### config.mk
export PLATFORM = sky130hd
export DESIGN_NAME = yonga_lz4_frame_parser
export DESIGN_NICKNAME = d
export VERILOG_FILES = /design/src/rtl/yonga_lz4_frame_parser_pkg.sv /design/src/rtl/yonga_lz4_frame_parser.sv
export SDC_FILE = /design/constraint.sdc
export NUM_CORES = 1
export LEC_CHECK = 0
export BUFFER_PORTS_ARGS = -buffer_cell sky130_fd_sc_hd__buf_2
export CAP_MARGIN = 30
export CORE_ASPECT_RATIO = 2
export CORE_MARGIN = 8
export CORE_UTILIZATION = 28
export CTS_CLUSTER_DIAMETER = 120
export DETAILED_ROUTE_END_ITERATION = 8
export PLACE_DENSITY = 0.55
export RECOVER_POWER = 25
export SLEW_MARGIN = 40
export SYNTH_ARGS = -nofsm -noshare
export SYNTH_HDL_FRONTEND = slang
export SYNTH_SLANG_ARGS = --single-unit
### constraint.sdc
create_clock -name clk -period 2.4 [get_ports clk]
set_clock_uncertainty 0.15 [all_clocks]
set_input_delay 0.36 -clock clk [delete_from_list [all_inputs] [get_ports clk]]
set_output_delay 0.36 -clock clk [all_outputs]
set_load 0.01 [all_outputs]
### src/rtl/yonga_lz4_frame_parser_pkg.sv
// Shared definitions for the LZ4 frame parser: state encoding, frame magic,
// error codes and the frame-descriptor flags kept for the rest of the frame.
package yonga_lz4_pkg;

  typedef enum logic [3:0] {
    S_IDLE,
    S_MAGIC,
    S_FLG,
    S_BD,
    S_CSIZE,
    S_HC,
    S_BSIZE,
    S_BDATA,
    S_BCSUM,
    S_CCSUM,
    S_DONE,
    S_ERR
  } parse_state_t;

  localparam logic [31:0] LZ4_MAGIC = 32'h184D2204;

  typedef enum logic [2:0] {
    ERR_NONE      = 3'd0,
    ERR_BAD_MAGIC = 3'd1,
    ERR_BAD_FLAGS = 3'd2,
    ERR_DICT_ID   = 3'd3,
    ERR_RAW_BLOCK = 3'd4,
    ERR_TOO_LARGE = 3'd5
  } err_code_t;

  typedef struct packed {
    logic bcsum;  // FLG[4]: per-block checksum follows every block
    logic csize;  // FLG[3]: 8-byte content size in the header
    logic ccsum;  // FLG[2]: content checksum after the end mark
  } frame_flags_t;

endpackage

### src/rtl/yonga_lz4_frame_parser.sv
// LZ4 frame parser: validates and strips header, block size words and checksums,
// forwarding only compressed payload bytes into the decoder's FIFO write port.
module yonga_lz4_frame_parser
  import yonga_lz4_pkg::*;
#(
  parameter int BLOCK_SIZE_W = 17
) (
  input  logic       clk,
  input  logic       rst,
  input  logic       i_enable,
  input  logic       i_byte_valid,
  output logic       o_byte_ready,
  input  logic [7:0] i_byte,
  output logic       o_compress_data_write,
  output logic [7:0] o_compress_data,
  input  logic       i_compress_fifo_full,
  output logic       o_decompress_start,
  output logic       o_frame_done,
  output logic       o_error,
  output logic [2:0] o_error_code,
  output logic       o_busy
);

  localparam logic [30:0]             MAX_BLOCK = 31'(1) << (BLOCK_SIZE_W - 1);
  localparam logic [BLOCK_SIZE_W-1:0] CNT_ONE   = BLOCK_SIZE_W'(1);

  parse_state_t            state;
  logic [2:0]              idx;
  logic [23:0]             bsize_sh;
  logic [BLOCK_SIZE_W-1:0] remaining;
  frame_flags_t            flags;
  err_code_t               err_code;
  logic [31:0]             bsize_word;
  logic                    xfer;

  assign o_busy       = !(state inside {S_IDLE, S_DONE, S_ERR});
  assign o_byte_ready = o_busy && !(state == S_BDATA && i_compress_fifo_full);
  assign xfer         = i_byte_valid && o_byte_ready;

  // NOTE: the write strobe is combinational from the accept so the FIFO sees
  // it in the same cycle it reported not-full; a registered strobe would act
  // on a full flag that may already have changed.
  assign o_compress_data_write = xfer && (state == S_BDATA);
  assign o_compress_data       = i_byte;
  assign o_error_code          = err_code;

  // The fourth size byte is used straight from the input, so only three are held.
  assign bsize_word = {i_byte, bsize_sh};

  // NOTE: every register, including the block counter and shift register, is
  // in the async reset so a reset mid-frame leaves no stale block state;
  // state updates use non-blocking assignments only.
  always_ff @(posedge clk or posedge rst) begin
    if (rst) begin
      state              <= S_IDLE;
      idx                <= '0;
      bsize_sh           <= '0;
      remaining          <= '0;
      flags              <= '0;
      err_code           <= ERR_NONE;
      o_decompress_start <= 1'b0;
      o_frame_done       <= 1'b0;
      o_error            <= 1'b0;
    end else begin
      o_decompress_start <= 1'b0;
      case (state)
        S_IDLE: begin
          if (i_enable) begin
            state <= S_MAGIC;
            idx   <= '0;
          end
        end

        S_MAGIC: begin
          if (xfer) begin
            if (i_byte != LZ4_MAGIC[{idx[1:0], 3'b000} +: 8]) begin
              state    <= S_ERR;
              o_error  <= 1'b1;
              err_code <= ERR_BAD_MAGIC;
            end else if (idx == 3'd3) begin
              state <= S_FLG;
              idx   <= '0;
            end else begin
              idx <= idx + 3'd1;
            end
          end
        end

        S_FLG: begin
          if (xfer) begin
            idx <= '0;
            if (i_byte[7:6] != 2'b01 || i_byte[1]) begin
              state    <= S_ERR;
              o_error  <= 1'b1;
              err_code <= ERR_BAD_FLAGS;
            end else if (i_byte[0]) begin
              state    <= S_ERR;
              o_error  <= 1'b1;
              err_code <= ERR_DICT_ID;
            end else begin
              state <= S_BD;
              flags <= '{bcsum: i_byte[4], csize: i_byte[3], ccsum: i_byte[2]};
            end
          end
        end

        S_BD: begin
          if (xfer) begin
            idx <= '0;
            if (i_byte[7] || i_byte[3:0] != 4'h0) begin
              state    <= S_ERR;
              o_error  <= 1'b1;
              err_code <= ERR_BAD_FLAGS;
            end else begin
              state <= flags.csize ? S_CSIZE : S_HC;
            end
          end
        end

        S_CSIZE: begin
          if (xfer) begin
            if (idx == 3'd7) begin
              state <= S_HC;
              idx   <= '0;
            end else begin
              idx <= idx + 3'd1;
            end
          end
        end

        S_HC: begin
          if (xfer) begin
            state <= S_BSIZE;
            idx   <= '0;
          end
        end

        S_BSIZE: begin
          if (xfer) begin
            bsize_sh <= bsize_word[31:8];
            if (idx == 3'd3) begin
              idx <= '0;
              if (bsize_word == 32'h0) begin
                state        <= flags.ccsum ? S_CCSUM : S_DONE;
                o_frame_done <= !flags.ccsum;
              end else if (bsize_word[31]) begin
                state    <= S_ERR;
                o_error  <= 1'b1;
                err_code <= ERR_RAW_BLOCK;
              end else if (bsize_word[30:0] > MAX_BLOCK) begin
                state    <= S_ERR;
                o_error  <= 1'b1;
                err_code <= ERR_TOO_LARGE;
              end else begin
                state              <= S_BDATA;
                remaining          <= bsize_word[BLOCK_SIZE_W-1:0];
                o_decompress_start <= 1'b1;
              end
            end else begin
              idx <= idx + 3'd1;
            end
          end
        end

        S_BDATA: begin
          if (xfer) begin
            // Leave at count 1 so the counter never wraps below zero.
            if (remaining == CNT_ONE) begin
              state <= flags.bcsum ? S_BCSUM : S_BSIZE;
              idx   <= '0;
            end
            remaining <= remaining - CNT_ONE;
          end
        end

        S_BCSUM: begin
          if (xfer) begin
            if (idx == 3'd3) begin
              state <= S_BSIZE;
              idx   <= '0;
            end else begin
              idx <= idx + 3'd1;
            end
          end
        end

        S_CCSUM: begin
          if (xfer) begin
            if (idx == 3'd3) begin
              state        <= S_DONE;
              o_frame_done <= 1'b1;
              idx          <= '0;
            end else begin
              idx <= idx + 3'd1;
            end
          end
        end

        S_DONE, S_ERR: begin
          if (!i_enable) begin
            state        <= S_IDLE;
            idx          <= '0;
            flags        <= '0;
            o_frame_done <= 1'b0;
            o_error      <= 1'b0;
            err_code     <= ERR_NONE;
          end
        end

        default: state <= S_IDLE;
      endcase
    end
  end

endmodule
==> run_results.csv <==
group,metric,value,unit
finish,layout.cells.non_filler,640,
pwr,power.density,1310,mW/mm2
placed_design,gp_congestion,0.949,
setup_path,path_buf_inv,1,
finish,area_growth,37.9,%
synthesis,yosysMostFrequentCell,"dfrtp_1",
synthesis,synth_area_leaders,"dfrtp_1 40%, mux2_2 8.7%, a21oi_1 4.3%",
floorplan,die_w,96.3,um
finish,n_antenna_cell,0,
finish,regArea,0.00143,mm2
clocking,htreeDepth,3,
clocking,clk_latency,0.33,ns
sta,setup_viol,11,
synthesis,ys_seq_area_frac,0.395,
drt,wl_per_cell,18.8,um
sta,period_needed,2.57,ns
drt,wl,12000,um
drt,firstDrtPassIters,4,
drt,dr.first_iter.drc_count,192,
pwr,power.leakage,2.30,nW
synthesis,yosysWarnings,0,
setup_path,cpPeakStageDelay,0.58,ns
outcome,outcome,"finished with violations",
floorplan,core.rowCount,58,
synthesis,synth-simple-area-share,0.177,
sta,period_share,1.07,
global_routing,grt-ovfl-total,0,
sta,max_freq,389,MHz
setup_path,path_delay_family,"simple AND/OR/NAND/NOR gates",
drt,viasPerCell,5.43,
setup_path,crit_fanout,4,
global_routing,grtUsageTotal,0.148,
worst_hold_path,hold_class,"input port to register",
synthesis,synth_nets,413,
finish,fin_area,0.00498,mm2
drt,num_vias,3477,
synthesis,synth-seq-cells,57,
job,drv_cap,1,
synthesis,synthXorXnorAreaFrac,0.0121,
setup_path,crit_slowest_cell,"or4_4",
setup_path,critPathRequiredTime,2.46,ns
synthesis,synth_edf_count,0,
setup_path,start_kind,"register",
global_routing,grt_pass1_wl,18900,um
synthesis,synth_top_area_frac,0.395,
clocking,clock_sinks,57,
clocking,numCtsBuffers,9,
setup_path,cp.arrival,2.64,ns
sta,tightestPinTransition,1.50,ns
synthesis,synth_top_family_by_area,"compound AO/OA/AOI/OAI gates",
sta,hold_viol_final,0,
floorplan,io_pins,30,
placed_design,dp_hpwl,9090,um
global_routing,grt_max_degree,58,
setup_path,criticalPathCategory,"register to register",
synthesis,synthArstFlopShare,1.00,
placed_design,port_buffers,29,
synthesis,synth-adder-area-share,0.0312,
finish,multi_input_area,0.00219,mm2
synthesis,netlist_top_cells_count,"57 x dfrtp_1, 33 x nand2_1, 31 x a21oi_1, 28 x mux2_2, 25 x inv_1",
synthesis,muxShareOfSynthArea,0.123,
outcome,violations,"capacitance limit, slew limit, setup timing",
clocking,cts.clk_slew.worst_paths,0.05,ns
setup_path,critPathCaptureType,"register",
clocking,cts_root_buf,"clkbuf_16",
clocking,cts_tree,"yes",
finish,final_nets,507,
synthesis,synth-compound-area-share,0.193,
clocking,clock_path_buffers,2,
synthesis,ys.flop_type,"dfrtp_1",
finish,layout-drive-gt1-share,0.408,
sta,slew_headroom,-0.00230,
floorplan,start_util,0.287,
setup_path,path_cells,"ha_4 -> nor4bb_4 -> a311oi_2 -> or4_4 -> buf_4 -> o21ai_4 -> a211oi_4 -> mux2_4",
sta,drv_slew,57,
synthesis,netlist_area,0.00361,mm2
synthesis,syn_inst,391,
global_routing,antenna_found_initial,0,
sta,rsz0062_at_grt,"yes",
synthesis,ys_types,61,
pwr,finalPower,0.00653,W
drt,drc,0,
floorplan,dieArea,0.0170,mm2
placed_design,dp.cells,623,
global_routing,grt_pass1_vias,3691,
placed_design,placed_cell_area,0.00443,mm2
drt,ant_nets,0,
floorplan,coreArea,0.0126,mm2
sta,layout_setup_ws,-0.172,ns
floorplan,die_h,177,um
pwr,peakVddDrop,564,uV
finish,num-fill-cells,1240,
synthesis,yosysTopAreaCell,"dfrtp_1",
synthesis,avgSynthCellArea,9.23,um2
==> routing by layer <==
metal,routed length (um),track usage,vias to the layer above,share of wire
li1,-,-,1631,-
met4,747,0.105,0,0.062
met5,0,0,-,0
met3,353,0.0251,49,0.029
met1,3940,0.134,1694,0.33
met2,6990,0.279,103,0.58
==> what timing repair did <==
action	4_1_cts	5_1_grt
resized for setup	11	37
pin swaps	4	8
setup endpoints to repair	22	29
setup buffers	0	2
hold buffers	0	0
==> through the flow <==
step,hold WS (ns),TNS [ns],util,setup WS [ns]
after floorplan,0.308,-0.0661,-,-0.0331
after global placement,0.324,-3.15,0.353,-0.222
after detailed placement,0.334,-4.36,0.353,-0.265
after CTS,0.126,-1.36,0.381,-0.182
after global routing,0.230,-2.34,0.396,-0.265
final,0.229,-1.39,0.396,-0.172
==> path summary, 6_finish.rpt <==
check	start	end	slack (ns)	cells after the start
setup / recovery	idx[1]	state[1]	-0.17	8
hold / removal	i_byte[4]	flags[2]	0.23	3
setup reg to reg	idx[1]	state[1]	-0.17	8
hold reg to reg	remaining[7]	remaining[7]	0.35	1
max in group asynchronous	rst	idx[1]	0.72	3
min in group asynchronous	rst	o_frame_done	0.39	3
==> cell type report <==
cell class	instances	area share
clock buffers	11	0.0488
clock inverters	5	0.0111
inverters	25	0.0189
multi-input cells	281	0.440
flip-flops and latches	57	0.287
well taps	150	0.0377
repair buffers	111	0.157
==> tightest hold or removal path, stage by stage <==
cell and delay [ns]:
buf_2 0.16, nand3_1 0.07, o21ai_0 0.07
==> registers in the layout, summed over array words and instances, names as in the netlist <==
| name | cells |
|---|---|
| bsize_sh | 24 |
| remaining | 17 |
| state | 4 |
| flags | 3 |
| idx | 3 |
| o_error_code | 3 |
| o_decompress_start | 1 |
| o_error | 1 |
| o_frame_done | 1 |
==> power by group <==
group / switching (W) / leakage (nW) / internal [W]
logic: 0.00184 / 1.41 / 0.00174
registers: 0.000324 / 0.747 / 0.00133
clock network: 0.000469 / 0.142 / 0.000828
==> logic make-up (layout without fill, tap and decap cells) <==
family,count (synthesis),after routing
adders and majority gates,9,9
buffers and inverters,53,152
muxes,39,39
AOI/OAI and AO/OA,109,109
xor gates and xnor gates,5,5
DFF,57,57
and+or+nand+nor,119,119
==> layout by cell type (no fill, tap or decap), types with 3 or more instances in the layout <==
cell type   n
nand4_1     4
buf_6       3
nor3_1      8
nor3_2      3
inv_1      23
nand2_1    33
buf_2      29
nor4_1      7
nor2b_1     3
ha_1        6
and3_1      3
nor2_1     16
o21ai_0    21
mux2_2     24
clkbuf_16   9
or4_4       4
mux2i_1     7
nor4_4      3
o31ai_1     8
nand3_1    11
o22ai_1     8
buf_4      77
a21oi_1    31
nor4_2      5
dfrtp_1    56
o211ai_1    4
o2bb2ai_1   6
mux2_4      8
Power figures use the tool's default switching activity.
